**config.mk**
```make
export PLATFORM = sky130hd
export DESIGN_NAME = mram_acc_ctrl_flat
export DESIGN_NICKNAME = d
export VERILOG_FILES = /design/src/rtl/mram_ctrl_pkg.sv /design/src/rtl/mram_acc_ctrl_if.sv /design/src/rtl/mram_sat_cnt.sv /design/src/rtl/mram_acc_ctrl.sv /design/src/flat_wrapper.sv
export SDC_FILE = /design/constraint.sdc
export NUM_CORES = 1
export LEC_CHECK = 0
export CAP_MARGIN = 30
export CELL_PAD_IN_SITES_DETAIL_PLACEMENT = 0
export CELL_PAD_IN_SITES_GLOBAL_PLACEMENT = 1
export CORE_UTILIZATION = 38
export DETAILED_ROUTE_END_ITERATION = 7
export HOLD_SLACK_MARGIN = 0.08
export MAX_ROUTING_LAYER = met4
export PLACE_DENSITY = 0.94
export SLEW_MARGIN = 40
export SYNTH_ARGS = -nofsm -noshare
export SYNTH_HDL_FRONTEND = slang
export SYNTH_SLANG_ARGS = --single-unit
export TNS_END_PERCENT = 100
```
**constraint.sdc**
```tcl
create_clock -name CLK -period 4.2 [get_ports CLK]
set_input_delay 1.26 -clock CLK [delete_from_list [all_inputs] [get_ports CLK]]
set_output_delay 1.26 -clock CLK [all_outputs]
set_load 0.005 [all_outputs]
```
**src/rtl/mram_ctrl_pkg.sv**
```systemverilog
// Shared definitions for the MRAM access controller: FSM encoding, default
// access timings and the ECC decoder error-code encodings.
package mram_ctrl_pkg;

    typedef enum logic [2:0] {
        IDLE,
        SETUP,
        RD_ACC,
        WR_ACC,
        REC
    } state_e;

    localparam int T_RD_DEF  = 3;
    localparam int T_WR_DEF  = 4;
    localparam int T_REC_DEF = 1;

    // ERR_CODE is {db,sb}; any code with the db bit set counts as double-bit.
    localparam logic [1:0] ERR_NONE = 2'b00;
    localparam logic [1:0] ERR_SB   = 2'b01;
    localparam logic [1:0] ERR_DB   = 2'b10;

    function automatic logic is_sb(input logic [1:0] code);
        return code == ERR_SB;
    endfunction

    function automatic logic is_db(input logic [1:0] code);
        return code[1];
    endfunction

    function automatic logic [3:0] timer_load(input int cycles);
        return 4'(cycles - 1);
    endfunction

endpackage

```
**src/rtl/mram_acc_ctrl_if.sv**
```systemverilog
// Host-side request/response bundle of the MRAM access controller.
interface mram_acc_ctrl_if #(
    parameter int AW = 10
);
    logic          REQ;
    logic          WR;
    logic [AW-1:0] ADDR;
    logic [7:0]    WDATA;
    logic          CNT_CLR;
    logic          BUSY;
    logic          ACK;
    logic [7:0]    RDATA;
    logic [1:0]    RERR;
    logic [3:0]    RERR_ADD;
    logic [7:0]    SB_CNT;
    logic [7:0]    DB_CNT;

    modport master (
        output REQ, WR, ADDR, WDATA, CNT_CLR,
        input  BUSY, ACK, RDATA, RERR, RERR_ADD, SB_CNT, DB_CNT
    );

    modport slave (
        input  REQ, WR, ADDR, WDATA, CNT_CLR,
        output BUSY, ACK, RDATA, RERR, RERR_ADD, SB_CNT, DB_CNT
    );
endinterface

```
**src/rtl/mram_sat_cnt.sv**
```systemverilog
// 8-bit event counter that sticks at 255; clear wins over increment.
module mram_sat_cnt (
    input  logic       CLK,
    input  logic       RST,
    input  logic       clr,
    input  logic       inc,
    output logic [7:0] cnt
);
    logic [7:0] cnt_q;
    logic [7:0] cnt_d;

    always_comb begin
        cnt_d = cnt_q;
        if (clr) begin
            cnt_d = 8'd0;
        end else if (inc && (cnt_q != 8'hFF)) begin
            cnt_d = cnt_q + 8'd1;
        end
    end

    always_ff @(posedge CLK or posedge RST) begin
        if (RST) begin
            cnt_q <= 8'd0;
        end else begin
            cnt_q <= cnt_d;
        end
    end

    assign cnt = cnt_q;
endmodule

```
**src/rtl/mram_acc_ctrl.sv**
```systemverilog
// MRAM access sequencer: one setup cycle, a timed read or write pulse, then
// recovery; captures ECC decoder status on reads and counts corrected/uncorrectable errors.
module mram_acc_ctrl
    import mram_ctrl_pkg::*;
#(
    parameter int AW    = 10,
    parameter int T_RD  = T_RD_DEF,
    parameter int T_WR  = T_WR_DEF,
    parameter int T_REC = T_REC_DEF
) (
    input  logic            CLK,
    input  logic            RST,
    mram_acc_ctrl_if.slave  host,
    output logic [AW-1:0]   MA,
    output logic            CEN,
    output logic            WEN,
    output logic [7:0]      DI,
    input  logic [7:0]      DO,
    input  logic [1:0]      ERR_CODE,
    input  logic [3:0]      ERR_BIT_ADD
);
    if (T_RD < 1 || T_RD > 15 || T_WR < 1 || T_WR > 15 || T_REC < 1 || T_REC > 15) begin : g_bad_timing
        $error("mram_acc_ctrl: T_RD, T_WR and T_REC must lie in 1..15");
    end

    localparam logic [3:0] RD_LOAD  = timer_load(T_RD);
    localparam logic [3:0] WR_LOAD  = timer_load(T_WR);
    localparam logic [3:0] REC_LOAD = timer_load(T_REC);

    state_e        state_q, state_d;
    logic [3:0]    timer_q, timer_d;
    logic          wr_q, wr_d;
    logic [AW-1:0] ma_q, ma_d;
    logic [7:0]    di_q, di_d;
    logic          cen_q, cen_d;
    logic          wen_q, wen_d;
    logic          busy_q, busy_d;
    logic          ack_q, ack_d;
    logic [7:0]    rdata_q, rdata_d;
    logic [1:0]    rerr_q, rerr_d;
    logic [3:0]    radd_q, radd_d;
    logic          rd_cap;
    logic [7:0]    sb_cnt, db_cnt;

    always_comb begin
        state_d = state_q;
        timer_d = timer_q;
        wr_d    = wr_q;
        ma_d    = ma_q;
        di_d    = di_q;
        cen_d   = cen_q;
        wen_d   = wen_q;
        busy_d  = busy_q;
        ack_d   = 1'b0;
        rdata_d = rdata_q;
        rerr_d  = rerr_q;
        radd_d  = radd_q;
        rd_cap  = 1'b0;

        case (state_q)
            IDLE: begin
                if (!busy_q && host.REQ) begin
                    ma_d    = host.ADDR;
                    wr_d    = host.WR;
                    di_d    = host.WDATA;
                    busy_d  = 1'b1;
                    state_d = SETUP;
                end
            end
            SETUP: begin
                // CEN/WEN are registered, so they fall on the edge entering the access.
                cen_d   = 1'b0;
                wen_d   = ~wr_q;
                timer_d = wr_q ? WR_LOAD : RD_LOAD;
                state_d = wr_q ? WR_ACC : RD_ACC;
            end
            RD_ACC: begin
                if (timer_q == 4'd0) begin
                    rd_cap  = 1'b1;
                    rdata_d = DO;
                    rerr_d  = ERR_CODE;
                    radd_d  = ERR_BIT_ADD;
                    cen_d   = 1'b1;
                    ack_d   = 1'b1;
                    timer_d = REC_LOAD;
                    state_d = REC;
                end else begin
                    timer_d = timer_q - 4'd1;
                end
            end
            WR_ACC: begin
                if (timer_q == 4'd0) begin
                    cen_d   = 1'b1;
                    wen_d   = 1'b1;
                    ack_d   = 1'b1;
                    timer_d = REC_LOAD;
                    state_d = REC;
                end else begin
                    timer_d = timer_q - 4'd1;
                end
            end
            REC: begin
                if (timer_q == 4'd0) begin
                    busy_d  = 1'b0;
                    state_d = IDLE;
                end else begin
                    timer_d = timer_q - 4'd1;
                end
            end
            default: begin
                cen_d   = 1'b1;
                wen_d   = 1'b1;
                busy_d  = 1'b0;
                state_d = IDLE;
            end
        endcase
    end

    always_ff @(posedge CLK or posedge RST) begin
        if (RST) begin
            state_q <= IDLE;
            timer_q <= 4'd0;
            wr_q    <= 1'b0;
            ma_q    <= '0;
            di_q    <= 8'd0;
            cen_q   <= 1'b1;
            wen_q   <= 1'b1;
            busy_q  <= 1'b0;
            ack_q   <= 1'b0;
            rdata_q <= 8'd0;
            rerr_q  <= 2'd0;
            radd_q  <= 4'd0;
        end else begin
            state_q <= state_d;
            timer_q <= timer_d;
            wr_q    <= wr_d;
            ma_q    <= ma_d;
            di_q    <= di_d;
            cen_q   <= cen_d;
            wen_q   <= wen_d;
            busy_q  <= busy_d;
            ack_q   <= ack_d;
            rdata_q <= rdata_d;
            rerr_q  <= rerr_d;
            radd_q  <= radd_d;
        end
    end

    mram_sat_cnt u_sb_cnt (
        .CLK (CLK),
        .RST (RST),
        .clr (host.CNT_CLR),
        .inc (rd_cap && is_sb(ERR_CODE)),
        .cnt (sb_cnt)
    );

    mram_sat_cnt u_db_cnt (
        .CLK (CLK),
        .RST (RST),
        .clr (host.CNT_CLR),
        .inc (rd_cap && is_db(ERR_CODE)),
        .cnt (db_cnt)
    );

    assign MA            = ma_q;
    assign CEN           = cen_q;
    assign WEN           = wen_q;
    assign DI            = di_q;
    assign host.BUSY     = busy_q;
    assign host.ACK      = ack_q;
    assign host.RDATA    = rdata_q;
    assign host.RERR     = rerr_q;
    assign host.RERR_ADD = radd_q;
    assign host.SB_CNT   = sb_cnt;
    assign host.DB_CNT   = db_cnt;
endmodule

```
**src/flat_wrapper.sv**
```systemverilog
// flat-port wrapper written by rule: the top's interface ports become plain ports
module mram_acc_ctrl_flat import mram_ctrl_pkg::*;
#(
    parameter int AW    = 10,
    parameter int T_RD  = T_RD_DEF,
    parameter int T_WR  = T_WR_DEF,
    parameter int T_REC = T_REC_DEF
)
  (CLK, RST, MA, CEN, WEN, DI, DO, ERR_CODE, ERR_BIT_ADD, host_REQ, host_WR, host_ADDR, host_WDATA, host_CNT_CLR, host_BUSY, host_ACK, host_RDATA, host_RERR, host_RERR_ADD, host_SB_CNT, host_DB_CNT);
  mram_acc_ctrl_if #(.AW(AW)) host_i ();
  input  logic CLK;
  input  logic RST;
  output logic [AW-1:0] MA;
  output logic CEN;
  output logic WEN;
  output logic [7:0] DI;
  input  logic [7:0] DO;
  input  logic [1:0] ERR_CODE;
  input  logic [3:0] ERR_BIT_ADD;
  input wire logic [$bits(host_i.REQ)-1:0] host_REQ;
  input wire logic [$bits(host_i.WR)-1:0] host_WR;
  input wire logic [$bits(host_i.ADDR)-1:0] host_ADDR;
  input wire logic [$bits(host_i.WDATA)-1:0] host_WDATA;
  input wire logic [$bits(host_i.CNT_CLR)-1:0] host_CNT_CLR;
  output wire logic [$bits(host_i.BUSY)-1:0] host_BUSY;
  output wire logic [$bits(host_i.ACK)-1:0] host_ACK;
  output wire logic [$bits(host_i.RDATA)-1:0] host_RDATA;
  output wire logic [$bits(host_i.RERR)-1:0] host_RERR;
  output wire logic [$bits(host_i.RERR_ADD)-1:0] host_RERR_ADD;
  output wire logic [$bits(host_i.SB_CNT)-1:0] host_SB_CNT;
  output wire logic [$bits(host_i.DB_CNT)-1:0] host_DB_CNT;
  assign host_i.REQ = host_REQ;
  assign host_i.WR = host_WR;
  assign host_i.ADDR = host_ADDR;
  assign host_i.WDATA = host_WDATA;
  assign host_i.CNT_CLR = host_CNT_CLR;
  assign host_BUSY = host_i.BUSY;
  assign host_ACK = host_i.ACK;
  assign host_RDATA = host_i.RDATA;
  assign host_RERR = host_i.RERR;
  assign host_RERR_ADD = host_i.RERR_ADD;
  assign host_SB_CNT = host_i.SB_CNT;
  assign host_DB_CNT = host_i.DB_CNT;
  mram_acc_ctrl #(.AW(AW), .T_RD(T_RD), .T_WR(T_WR), .T_REC(T_REC)) u_core (.CLK(CLK), .RST(RST), .host(host_i), .MA(MA), .CEN(CEN), .WEN(WEN), .DI(DI), .DO(DO), .ERR_CODE(ERR_CODE), .ERR_BIT_ADD(ERR_BIT_ADD));
endmodule
```
; Word level (Yosys, flattened, before mapping)
; Index checks and enable logic that the tools add are counted.
[totals]
register_bits = 60
inputBits = 37
out_inout_bits = 52
wordCells = 77
[op_classes]
addsub = 3
n_eq_ne = 12
muxes = 22
bitwise_logic = 4
n_reduce_logical = 22
[ops]
columns = operator, n
row1 = two-way mux 8 bit, 4
row2 = adder 8 x 1 -> 8 bit (second input constant), 2
row3 = != test 8 bit (second input constant), 2
row4 = one-hot mux 3 bit (4 select lines), 1
row5 = one-hot mux 4 bit (3 select lines), 1
row6 = AND reduction 2 bit, 5
row7 = two-way mux 3 bit, 3
row8 = one-hot mux 1 bit (3 select lines), 3
row9 = two-way mux 1 bit, 8
row10 = two-way mux 4 bit, 2
row11 = != test 2 x 1 -> 1 bit (second input constant), 4
row12 = == test 3 x 2 -> 1 bit (second input constant), 2
row13 = AND reduction 3 bit, 2
row14 = OR reduction 3 bit, 2
row15 = logical AND 1 bit, 5
row16 = logical NOT 4 bit, 1
row17 = NOT 1 bit, 4
row18 = nonzero test 2 bit, 2
row19 = OR reduction 2 bit, 2
row20 = subtractor 4 x 1 -> 4 bit (second input constant), 1
row21 = == test 3 x 1 -> 1 bit (second input constant), 1
row22 = == test 3 bit (second input constant), 1
row23 = logical NOT 3 bit, 1
row24 = nonzero test 3 bit, 1
row25 = other kinds (3), 3

; Depth between registers and ports, before layout
; Gate-level depths: netlist of the first run.
[logic_depth]
depth_word = 7
mapped_depth = 8
depth_no_buf = 6

; Hierarchy
; A second synthesis of the first run with hierarchy kept.
[hier_totals]
hier_cells = 248
hier_area_um2 = 2956.6
[by_module_without_submodules]
columns = mod, n_inst, cells_each, area_each_um2, seq_area_each_um2
row1 = mram_acc_ctrl, 1, 150, 1948.1, 1103.6
row2 = mram_sat_cnt, 2, 49, 504.2, 200.2

; Worst setup path before layout of the first run
; No wires, ideal clock.
[synth_path]
path_type = input -> register
from = in ERR_CODE[1]
to = reg u_core.u_db_cnt.cnt_q[6] (netlist: u_core.u_db_cnt.cnt[6])
setup_ps = 78
t_arrival_ps = 2682
required_ps = 4122
path_slack_ps = 1440
cell_stages = 5
cell_sequence = or4b_4 > or2_0 > buf_2 > or4_1 > a21oi_1
[synth_via]
elab_chain_len = 3
[synth_lines]
columns = item, line
row1 = from (decl), flat_wrapper.sv:18  ; input logic [1:0] ERR_CODE;
row2 = logical AND 1 bit, mram_acc_ctrl.sv:161  ; .inc (rd_cap && is_db(ERR_CODE)),
row3 = logical AND 1 bit, mram_sat_cnt.sv:16  ; end else if (inc && (cnt_q != 8'hFF)) begin
row4 = nonzero test 2 bit (no source line), -
row5 = to (signal assigned), mram_sat_cnt.sv:25  ; cnt_q <= cnt_d;
row6 = to (decl), mram_sat_cnt.sv:9  ; logic [7:0] cnt_q;
; Every way passes these cells.
; A chain may end at the register's enable or synchronous reset.

; Worst setup path after layout of the first run
; Ends and elaborated chain as after synthesis.

==> results of run 1 <==
==> area by class of cell <==
type                            instances  area, µm²  area share (%)
Sequential cell                        60       1500            37.6
Tap cell                               99        124            3.10
Multi-Input combinational cell        165       1230            30.7
Clock buffer                            9        124            3.10
Timing Repair Buffer                   90        908            22.7
Clock inverter                          7       76.3            1.91
Inverter                                9       33.8           0.845
==> power by group <==
| part | total [µW] | internal (µW) | switching [µW] |
|---|---|---|---|
| combinational | 761 | 507 | 253 |
| clock | 521 | 277 | 244 |
| sequential | 922 | 772 | 150 |
==> metal layers <==
layer / routed length, µm / share of wire [%]
met3: 296 / 4.6
met1: 2920 / 45
met2: 3170 / 49
met4: 95 / 1.5
met5: 0 / 0
==> state kept, by name, summed over array words and instances (netlist names), 2 cells and up <==
| register | flops |
|---|---|
| u_core.u_sb_cnt.cnt | 8 |
| u_core.state_q | 3 |
| u_core.MA | 10 |
| u_core.timer_q | 4 |
| u_core.host.RERR | 2 |
| u_core.DI | 8 |
| u_core.host.RERR_ADD | 4 |
| u_core.u_db_cnt.cnt | 8 |
| u_core.host.RDATA | 8 |
==> through the flow <==
| step | worst slack, ns | hold WS (ns) | power (µW) | cells | cell area, µm² |
|---|---|---|---|---|---|
| floorplan | 1.44 | 0.459 | 1260 | 249 | 2820 |
| global placement | 0.851 | 0.469 | 1660 | 423 | 3790 |
| detailed placement | 0.812 | 0.469 | 1700 | 423 | 3800 |
| CTS | 1.16 | 0.483 | 2230 | 439 | 4000 |
| global route | 1.12 | 0.496 | 2350 | 439 | 4000 |
| finish | 1.16 | 0.478 | 2200 | 439 | 4000 |
==> cells by family (layout without fill, tap and decap cells) <==
family,after synthesis,after routing,share of synthesized area (%)
simple gates,77,77,15.7
xor+xnor,3,3,0.931
mux,37,37,14.7
fa+ha+maj,3,3,1.33
buf+inv,24,115,3.41
flops,60,60,53.3
compound gates,45,45,10.6
==> Yosys cell counts, types with 2 or more instances <==
cell type	number
dfrtp_1	58
mux2_2	34
nor2_1	16
a21oi_1	14
clkbuf_1	10
nand2_1	10
o21ai_0	10
inv_1	9
nand3_1	8
nor3_1	8
buf_2	5
nand2b_1	5
a31o_2	4
and4_1	3
ha_1	3
nand4_1	3
nor3b_1	3
o22ai_1	3
or3_1	3
or4_1	3
xnor2_1	3
and3_1	2
dfstp_2	2
mux2_1	2
nand3b_1	2
nor2b_1	2
o211ai_1	2
o311ai_0	2
o31ai_1	2
or4b_4	2
==> critical path, cell delays in order <==
cell and delay [ns]:
clkdlybuf4s50_1 0.49, or4b_4 0.49, or2_0 0.35, or4_1 0.54, a21oi_1 0.14
==> worst max-delay path by stage <==
stage | slack [ns] | cells past startpoint | to
4_1_cts | 1.16 | 5 | u_core.u_db_cnt.cnt[6]$_DFFE_PP0P_
3_3_place_gp | 0.85 | 5 | u_core.u_db_cnt.cnt[6]$_DFFE_PP0P_
2_1_floorplan | 1.44 | 5 | u_core.u_db_cnt.cnt[6]$_DFFE_PP0P_
5_1_grt | 1.12 | 5 | u_core.u_db_cnt.cnt[6]$_DFFE_PP0P_
6_report | 1.16 | 5 | u_core.u_db_cnt.cnt[6]$_DFFE_PP0P_
3_5_place_dp | 0.81 | 5 | u_core.u_db_cnt.cnt[6]$_DFFE_PP0P_
==> summary.md, run 1 <==
| Metric | Value |
|---|---|
| Final worst path period need | slightly above 3 ns |
| Post-cts resize count | 0 |
| Worst EP arrival | about 3.3 ns |
| Crit path from | ERR_CODE[1] |
| Crit path capture type | flop |
| Fmax | 329 MHz |
| RSZ-0062 raised after global routing | no |
| CTS hold repair buffers | 0 |
| Sequential share of the synthesized area | approximately 53% |
| CTS tree | yes |
| Final wirelength | 6.49 mm |
| Slew @ Worst Pin | between 0.7 and 0.8 ns |
| Hold Path Sink | u_core.WEN$_DFFE_PP1P_ |
| Syn Area/Cell | 11.3 µm² |
| CTS Buf Count | 9 |
| HP Class | reg2reg |
| Routed via count | between 2,000 and 2,500 |
| Final nets | approximately 380 |
| Fillers | 658 |
| Remaining Overflow, GRT | 0 |
| Count of final setup violators | 0 |
| Power per cell area | 551 mW/mm² |
| Initial core utilization | 39.1% |
| CTS sink cnt | 60 |
| Vias in the first global route | 2,196 |
| Post-CTS Setup Bufs | 0 |
| Mapped Area | 0.00282 mm² |
| Peak VDD IR | 0.338 mV |
| Share of cells above drive strength 1 | 19.1% |
| Yosys cell types | 46 |
| Antenna Violating Nets Remaining | 0 |
| Met3 usage | 4.81% |
| Status | finished clean |
| Drt wl/cell | 14.8 µm |
| Core Util, Final | around 55% |
| M2 GR Usage | 27.6% |
| Setup_tns | 0 ns |
| RD Place Congestion | 0.785 |
| Core Footprint | between 0.007 and 0.008 mm² |
| EDFF count, synth | 0 |
| Vias/cell | 5.13 |
| Max_slew headroom | 51.2% |
| Die Wd | 88.2 µm |
| Cell taking the most area after synthesis | dfrtp_1 |
| Reg2Reg Depth | 6 |
| Iter 0 DRT Violations | 63 |
| Post-synth top area share | 51.4% |
| Synth Warn # | 0 |
| DIE AREA | 0.00777 mm² |
| Worst EP required | between 4 and 5 ns |
| Final Max Tran Viols | 0 |
| H-Tree Depth | 3 |
| HPWL after detailed placement | 4.52 mm |
| Clock latency on the worst-skew pair | 0.33 ns |
| Number of port buffers | 88 |
| CP Class | in2reg |
| DIE HEIGHT | 88.2 µm |
| # DRC | 0 |
| Setup Skew | 0.00997 ns |
| Max Cap Viol | 0 |
| R2R Path End | u_core.u_sb_cnt.cnt[5]$_DFFE_PP0P_ |
| Gate Count Post-Synth | around 250 |
| Flops & latches, synth | 60 |
| I/O pins | 89 |
| Worst reg2reg startpoint | u_core.timer_q[0]$_DFFE_PP0P_ |
| Top cells by area, synth | dfrtp_1 51%, mux2_2 14%, a21oi_1 2.5% |
| Hold path depth | 2 |
| Final hold vios | 0 |
| Drt pass-1 iters | 6 |
| Ys flop type | dfrtp_1 |
| Global-route wire length before repair | 10.5 mm |
| Reg2reg setup slack | 1.80 ns |
| Crit path launch type | primary input |
| CTS Buffer Depth | 2 |
| Synth async-reset ratio | 100% |
| Lkg Pwr | 0.00162 µW |
| Final period utilization | 72.4% |
| Met1 Use GR | 23.5% |
| Largest net degree at the start of global routing | 33 |
| Initial antenna violation count | 0 |
| Worst-path maximum fanout | 8 |
| Clk slew on worst S/H paths | 0.07 ns |
| Most common cell after layout, fill and taps aside | clkdlybuf4s50_1 |
| Hold_sp | u_core.WEN$_DFFE_PP1P_ |
| Syn Nets | 289 |
| GRT Util Overall | 18.3% |
| Commonest cells after routing, fill and taps aside | 88 x clkdlybuf4s50_1, 58 x dfrtp_1, 34 x mux2_2, 16 x nor2_1, 14 x a21oi_1 |
| # diodes | 0 |
| Row cnt | 31 |
| Layout area overhead | 41.6% |
| Root Buffer | clkbuf_8 |
| Busiest grt layer | met2 |
Note: power is estimated with default switching activity, not from simulation.
==> run 2, diff against run 1 <==
--- a/config.mk
+++ b/config.mk
@@ -8,11 +8,11 @@
 export CAP_MARGIN = 30
 export CELL_PAD_IN_SITES_DETAIL_PLACEMENT = 0
 export CELL_PAD_IN_SITES_GLOBAL_PLACEMENT = 1
-export CORE_UTILIZATION = 38
+export CORE_UTILIZATION = 36
 export DETAILED_ROUTE_END_ITERATION = 7
 export HOLD_SLACK_MARGIN = 0.08
 export MAX_ROUTING_LAYER = met4
-export PLACE_DENSITY = 0.94
+export PLACE_DENSITY = 0.91
 export SLEW_MARGIN = 40
 export SYNTH_ARGS = -nofsm -noshare
 export SYNTH_HDL_FRONTEND = slang
==> constraint.sdc (replaced) <==
create_clock -name CLK -period 3.2 [get_ports CLK]
set_input_delay 0.96 -clock CLK [delete_from_list [all_inputs] [get_ports CLK]]
set_output_delay 0.96 -clock CLK [all_outputs]
set_load 0.005 [all_outputs]
==> run 2 against run 1 <==
Net effect: cell count grew 0.68%; critical endpoint is now u_core.u_db_cnt.cnt[7]$_DFFE_PP0P_; combinational power grew 34%; clock skew shrank 0.0030 ns; utilization shrank 0.81 points; flip-flop and latch count is the same; die area grew 5.4%.
==> summary.md, run 2 (synthesized netlist as in run 1, its figures left out) <==
| Metric | Value |
|---|---|
| Setup_tns | 0 ns (unchanged) |
| R2R Path End | u_core.host.RDATA[0]$_DFFE_PP0P_ (was u_core.u_sb_cnt.cnt[5]$_DFFE_PP0P_) |
| Setup Skew | 0.00692 ns (was 0.00997 ns) |
| Remaining Overflow, GRT | 0 (unchanged) |
| Reg2reg setup slack | 0.86 ns (was 1.80 ns) |
| Clock latency on the worst-skew pair | 0.34 ns (was 0.33 ns) |
| Max_slew headroom | 52.3% (was 51.2%) |
| # diodes | 0 (unchanged) |
| Worst-path maximum fanout | 5 (was 8) |
| Iter 0 DRT Violations | 132 (was 63) |
| Power per cell area | 736 mW/mm² (was 551 mW/mm²) |
| Worst EP required | 3.44 ns (was 4.44 ns) |
| Fmax | approximately 380 MHz |
| H-Tree Depth | 3 (unchanged) |
| Power Total | 2980 µW (was 2200 µW) |
| Layout area overhead | 43.3% (was 41.6%) |
| GRT Util Overall | 17.7% (was 18.3%) |
| Final nets | 378 (was 375) |
| Crit path from | ERR_CODE[1] (unchanged) |
| Max Cap Viol | 0 (unchanged) |
| Max reg flops | 10 (unchanged) |
| Count of final setup violators | 0 (unchanged) |
| Final Max Tran Viols | 0 (unchanged) |
| Worst reg2reg startpoint | u_core.timer_q[0]$_DFFE_PP0P_ (unchanged) |
| WHS | 0.483 ns (was 0.478 ns) |
| Die Wd | 90.5 µm (was 88.2 µm) |
| Slew @ Worst Pin | 0.713 ns (was 0.731 ns) |
| Vias in the first global route | 2,236 (was 2,196) |
| HP Class | reg2reg (unchanged) |
| Root Buffer | clkbuf_8 (unchanged) |
| CP Class | in2reg (unchanged) |
| HPWL after detailed placement | 4.52 mm (about the same) |
| I/O pins | 89 (unchanged) |
| RD Place Congestion | 0.809 (was 0.785) |
| Row cnt | 31 (unchanged) |
| DIE AREA | 0.00820 mm² (was 0.00777 mm²) |
| CTS Buf Count | 9 (unchanged) |
| Core Footprint | 0.00741 mm² (was 0.00721 mm²) |
| CTS hold repair buffers | 0 (unchanged) |
| Lkg Pwr | 0.00164 µW (was 0.00162 µW) |
| Max Used Layer | met4 (unchanged) |
| Wire length on met3 | 331 µm (was 296 µm) |
| Largest net degree at the start of global routing | 61 (was 33) |
| RSZ-0062 raised after global routing | no (unchanged) |
| Initial core utilization | 38.1% (was 39.1%) |
| # DRC | 0 (unchanged) |
| Commonest cells after routing, fill and taps aside | 88 x clkdlybuf4s50_1, 58 x dfrtp_1, 34 x mux2_2, 16 x nor2_1, 14 x a21oi_1 (unchanged) |
| Post-CTS Setup Bufs | 0 (unchanged) |
| Status | finished clean (unchanged) |
| Final wirelength | 6.51 mm (was 6.49 mm) |
| Crit path launch type | primary input (unchanged) |
| Crit path capture type | flop (unchanged) |
| Peak VDD IR | 0.469 mV (was 0.338 mV) |
| CTS sink cnt | 60 (unchanged) |
| Number of port buffers | 88 (unchanged) |
| Final period utilization | 82.6% |
| CTS Buffer Depth | 2 (unchanged) |
| Share of cells above drive strength 1 | 19.8% (was 19.1%) |
| Crit path capture | u_core.u_db_cnt.cnt[7]$_DFFE_PP0P_ (was u_core.u_db_cnt.cnt[6]$_DFFE_PP0P_) |
| Vias/cell | 5.06 (was 5.13) |
| Routed met2 length | 3.19 mm (was 3.17 mm) |
| Final worst path period need | 2.64 ns |
| Most common cell after layout, fill and taps aside | clkdlybuf4s50_1 (unchanged) |
| Final hold vios | 0 (unchanged) |
| Initial antenna violation count | 0 (unchanged) |
| DIE HEIGHT | 90.5 µm (was 88.2 µm) |
| Drt wl/cell | 14.7 µm (was 14.8 µm) |
| Worst EP arrival | 2.89 ns (was 3.28 ns) |
| Reg2Reg Depth | 5 (was 6) |
| M1 wire length | 2.89 mm (was 2.92 mm) |
| Post-cts resize count | 0 (unchanged) |
| Clk slew on worst S/H paths | 0.07 ns (about the same) |
| Global-route wire length before repair | 11.0 mm (was 10.5 mm) |
| Antenna Violating Nets Remaining | 0 (unchanged) |
| Drt pass-1 iters | 4 (was 6) |
| Routed via count | 2,237 (was 2,254) |
| CTS tree | yes (unchanged) |
==> run 2: cell count changes in the layout (fill, tap and decap cells not counted), sizes merged <==
cell | before | now
inv | 10 | 9
bufinv | 1 | 2
buf | 2 | 5
==> run 2: layer usage <==
metal  vias to the layer above  global-route usage [%]
met1                      1081                    21.8
met2                        65                    27.5
met5                         -                       -
met3                        10                    4.55
li1                       1081                       -
met4                         0                    7.93
==> run 2: stage by stage <==
stage	instances	instance area (µm²)	worst slack (ns)	util [%]
floorplan	249	2820	0.740	-
global placement	426	3810	0.214	51.5
detailed placement	426	3820	0.214	51.5
CTS	442	4040	0.569	54.6
global route	442	4040	0.469	54.6
finish	442	4040	0.557	54.6
==> run 2: power breakdown <==
group	internal (µW)	total, µW	switching (µW)
Sequential	1010	1190	181
Clock	442	761	319
Combinational	669	1020	351
Total	2120	2980	851
==> run 2: area by class of cell <==
class | instances | area (µm²)
clock inverter | 7 | 101
inverter | 9 | 33.8
sequential | 60 | 1500
tap | 99 | 124
fill | 662 | 3360
multi-input combinational | 165 | 1230
timing repair buffer | 93 | 931
clock buffer | 9 | 124
==> run 2: worst min path at each step <==
stage                     cells past startpoint                         endpoint  slack (ns)                             from
final                                         2           u_core.WEN$_DFFE_PP1P_        0.48           u_core.WEN$_DFFE_PP1P_
after global routing                          2           u_core.WEN$_DFFE_PP1P_        0.50           u_core.WEN$_DFFE_PP1P_
after CTS                                     2           u_core.WEN$_DFFE_PP1P_        0.49           u_core.WEN$_DFFE_PP1P_
after detailed placement                      2  u_core.host.RERR[1]$_DFFE_PP0P_        0.47  u_core.host.RERR[1]$_DFFE_PP0P_
after global placement                        2           u_core.WEN$_DFFE_PP1P_        0.47           u_core.WEN$_DFFE_PP1P_
after floorplan                               2           u_core.WEN$_DFFE_PP1P_        0.46           u_core.WEN$_DFFE_PP1P_
==> run 2: worst max-delay path, stage by stage <==
cell and delay (ns):
clkdlybuf4s50_1 0.48, or4b_4 0.50, or3_1 0.40, or4_1 0.40
a21oi_1 0.15
==> run 3, diff against run 2 <==
==> constraint.sdc (replaced) <==
create_clock -name CLK -period 2.47 [get_ports CLK]
set_input_delay 0.741 -clock CLK [delete_from_list [all_inputs] [get_ports CLK]]
set_output_delay 0.741 -clock CLK [all_outputs]
set_load 0.005 [all_outputs]
==> run 3 against run 2 <==
Net effect: cell count increased by 1.8%; setup slack got worse by 0.49 ns; combinational power grew 34%; clock skew decreased by 0.00065 ns; clock-buffer cell count unchanged; critical path depth did not move; sequential power increased by 29%; utilization increased by 0.93 points; critical endpoint unchanged; largest power group unchanged; highest routed layer unchanged.
==> summary.md, run 3 (synthesized netlist as in run 1, its figures left out) <==
| Metric | Value |
|---|---|
| Post-CTS Setup Bufs | 0 (unchanged) |
| DIE HEIGHT | 90.5 µm (unchanged) |
| Vias/cell | 5.12 (was 5.06) |
| Power per cell area | 965 mW/mm² (was 736 mW/mm²) |
| CTS Buf Count | 9 (unchanged) |
| Core Footprint | 0.00741 mm² (unchanged) |
| I/O pins | 89 (unchanged) |
| CTS sink cnt | 60 (unchanged) |
| Final Max Tran Viols | 0 (unchanged) |
| Iter 0 DRT Violations | 109 (was 132) |
| Fmax | between 400 and 500 MHz |
| Lkg Pwr | 0.00169 µW (was 0.00164 µW) |
| GRT Util Overall | 17.7% (about the same) |
| Clock latency on the worst-skew pair | 0.34 ns (about the same) |
| HP Class | reg2reg (unchanged) |
| Status | finished clean (unchanged) |
| RSZ-0062 raised after global routing | no (unchanged) |
| Setup_tns | 0 ns (unchanged) |
| Layout area overhead | 45.8% (was 43.3%) |
| # diodes | 0 (unchanged) |
| Routed via count | 2,302 (was 2,237) |
| Final wirelength | 6.59 mm (was 6.51 mm) |
| Number of port buffers | 88 (unchanged) |
| Initial antenna violation count | 0 (unchanged) |
| Crit path capture type | flop (unchanged) |
| CP Class | in2reg (unchanged) |
| Most common cell after layout, fill and taps aside | clkdlybuf4s50_1 (unchanged) |
| Initial core utilization | 38.1% (unchanged) |
| Register area | 0.00150 mm² (unchanged) |
| Worst EP required | 2.73 ns (was 3.44 ns) |
| Max_slew headroom | 58.8% (was 52.3%) |
| Setup Skew | 0.00627 ns (was 0.00692 ns) |
| Final period utilization | 97.3% |
| CTS tree | yes (unchanged) |
| Post-route cell area | 0.00411 mm² (was 0.00404 mm²) |
| Final nets | 386 (was 378) |
| Vias in the first global route | 2,332 (was 2,236) |
| DIE AREA | 0.00820 mm² (unchanged) |
| Worst-path maximum fanout | 4 (was 5) |
| RD Place Congestion | 0.784 (was 0.809) |
| Count of final setup violators | 0 (unchanged) |
| # DRC | 0 (unchanged) |
| Dpl cell area | 0.00387 mm² (was 0.00382 mm²) |
| CTS hold repair buffers | 0 (unchanged) |
| Remaining Overflow, GRT | 0 (unchanged) |
| Row cnt | 31 (unchanged) |
| Slew @ Worst Pin | 0.612 ns (was 0.713 ns) |
| Multi-input logic area | 0.00122 mm² (was 0.00123 mm²) |
| HPWL after detailed placement | 4.59 mm (was 4.52 mm) |
| Share of cells above drive strength 1 | 21.4% (was 19.8%) |
| Post-cts resize count | 0 (unchanged) |
| Max reg flops | 10 (unchanged) |
| Drt pass-1 iters | 4 (unchanged) |
| Worst EP arrival | 2.66 ns (was 2.89 ns) |
| CTS Buffer Depth | 2 (unchanged) |
| Final hold vios | 0 (unchanged) |
| Peak VDD IR | 0.548 mV (was 0.469 mV) |
| Die Wd | 90.5 µm (unchanged) |
| H-Tree Depth | 3 (unchanged) |
| Antenna Violating Nets Remaining | 0 (unchanged) |
| Crit path launch type | primary input (unchanged) |
| Root Buffer | clkbuf_8 (unchanged) |
| Max Cap Viol | 0 (unchanged) |
| Global-route wire length before repair | 11.2 mm (was 11.0 mm) |
| Drt wl/cell | 14.6 µm (was 14.7 µm) |
| Fillers | 663 (was 662) |
| Final worst path period need | around 2.4 ns |
| Largest net degree at the start of global routing | 36 (was 61) |
| Clk slew on worst S/H paths | 0.07 ns (about the same) |
| Commonest cells after routing, fill and taps aside | 88 x clkdlybuf4s50_1, 58 x dfrtp_1, 34 x mux2_2, 16 x nor2_1, 14 x a21oi_1 (unchanged) |
## run 3: cell count changes in the layout (fill, tap and decap cells not counted)
cell       before  now
nor3b_1         2    3
clkinv_2        0    2
buf_4           4   12
clkinv_4        3    0
nor3b_2         1    0
bufinv_16       2    3
## run 3: final cells by class
class | instances | area share (%)
Sequential cell | 60 | 36.6
Clock inverter | 7 | 2.80
Clock buffer | 9 | 3.01
Inverter | 9 | 0.821
Timing Repair Buffer | 101 | 24.1
Tap cell | 99 | 3.01
Multi-Input combinational cell | 165 | 29.7
## run 3: power by group
part	switching (µW)	internal, µW	leakage, µW
sequential	221	1310	0.000751
clock	400	666	0.000115
combinational	480	887	0.000819
total	1100	2870	0.00169
## run 3: routing by layer
layer	share of wire, %	up-vias	global-route usage [%]
met5	0	-	-
met4	1.2	0	6.32
met3	5.6	8	5.05
met2	48	73	27.1
met1	46	1131	22.3
li1	-	1090	-
## run 3: worst paths after layout
kind	start	to	slack [ns]	cells past startpoint
max in group asynchronous	RST	u_core.CEN$_DFFE_PP1P_	1.29	3
worst min-delay path	u_core.WEN$_DFFE_PP1P_	u_core.WEN$_DFFE_PP1P_	0.47	2
worst min register to register	u_core.WEN$_DFFE_PP1P_	u_core.WEN$_DFFE_PP1P_	0.47	2
worst max-delay path	ERR_CODE[1]	u_core.u_db_cnt.cnt[7]$_DFFE_PP0P_	0.07	5
min in group asynchronous	RST	u_core.u_db_cnt.cnt[5]$_DFFE_PP0P_	0.78	3
worst max register to register	u_core.timer_q[0]$_DFFE_PP0P_	u_core.u_sb_cnt.cnt[7]$_DFFE_PP0P_	0.31	6
## run 3: stage by stage
stage	total power (µW)	cells	util (%)	hold slack, ns	setup WS [ns]
2_1_floorplan	2140	249	-	0.459	0.229
3_3_place_gp	2880	434	52.3	0.466	-0.256
3_5_place_dp	2920	434	52.3	0.470	-0.286
4_1_cts	4020	450	55.5	0.483	0.0729
5_1_grt	4210	450	55.5	0.504	0.0253
6_report	3970	450	55.5	0.474	0.0673
## run 3: worst max-delay path, stage by stage
cell and delay [ns]:
clkdlybuf4s50_1 0.49, or4b_4 0.48, or3_1 0.40, or4_1 0.40
a21oi_1 0.15
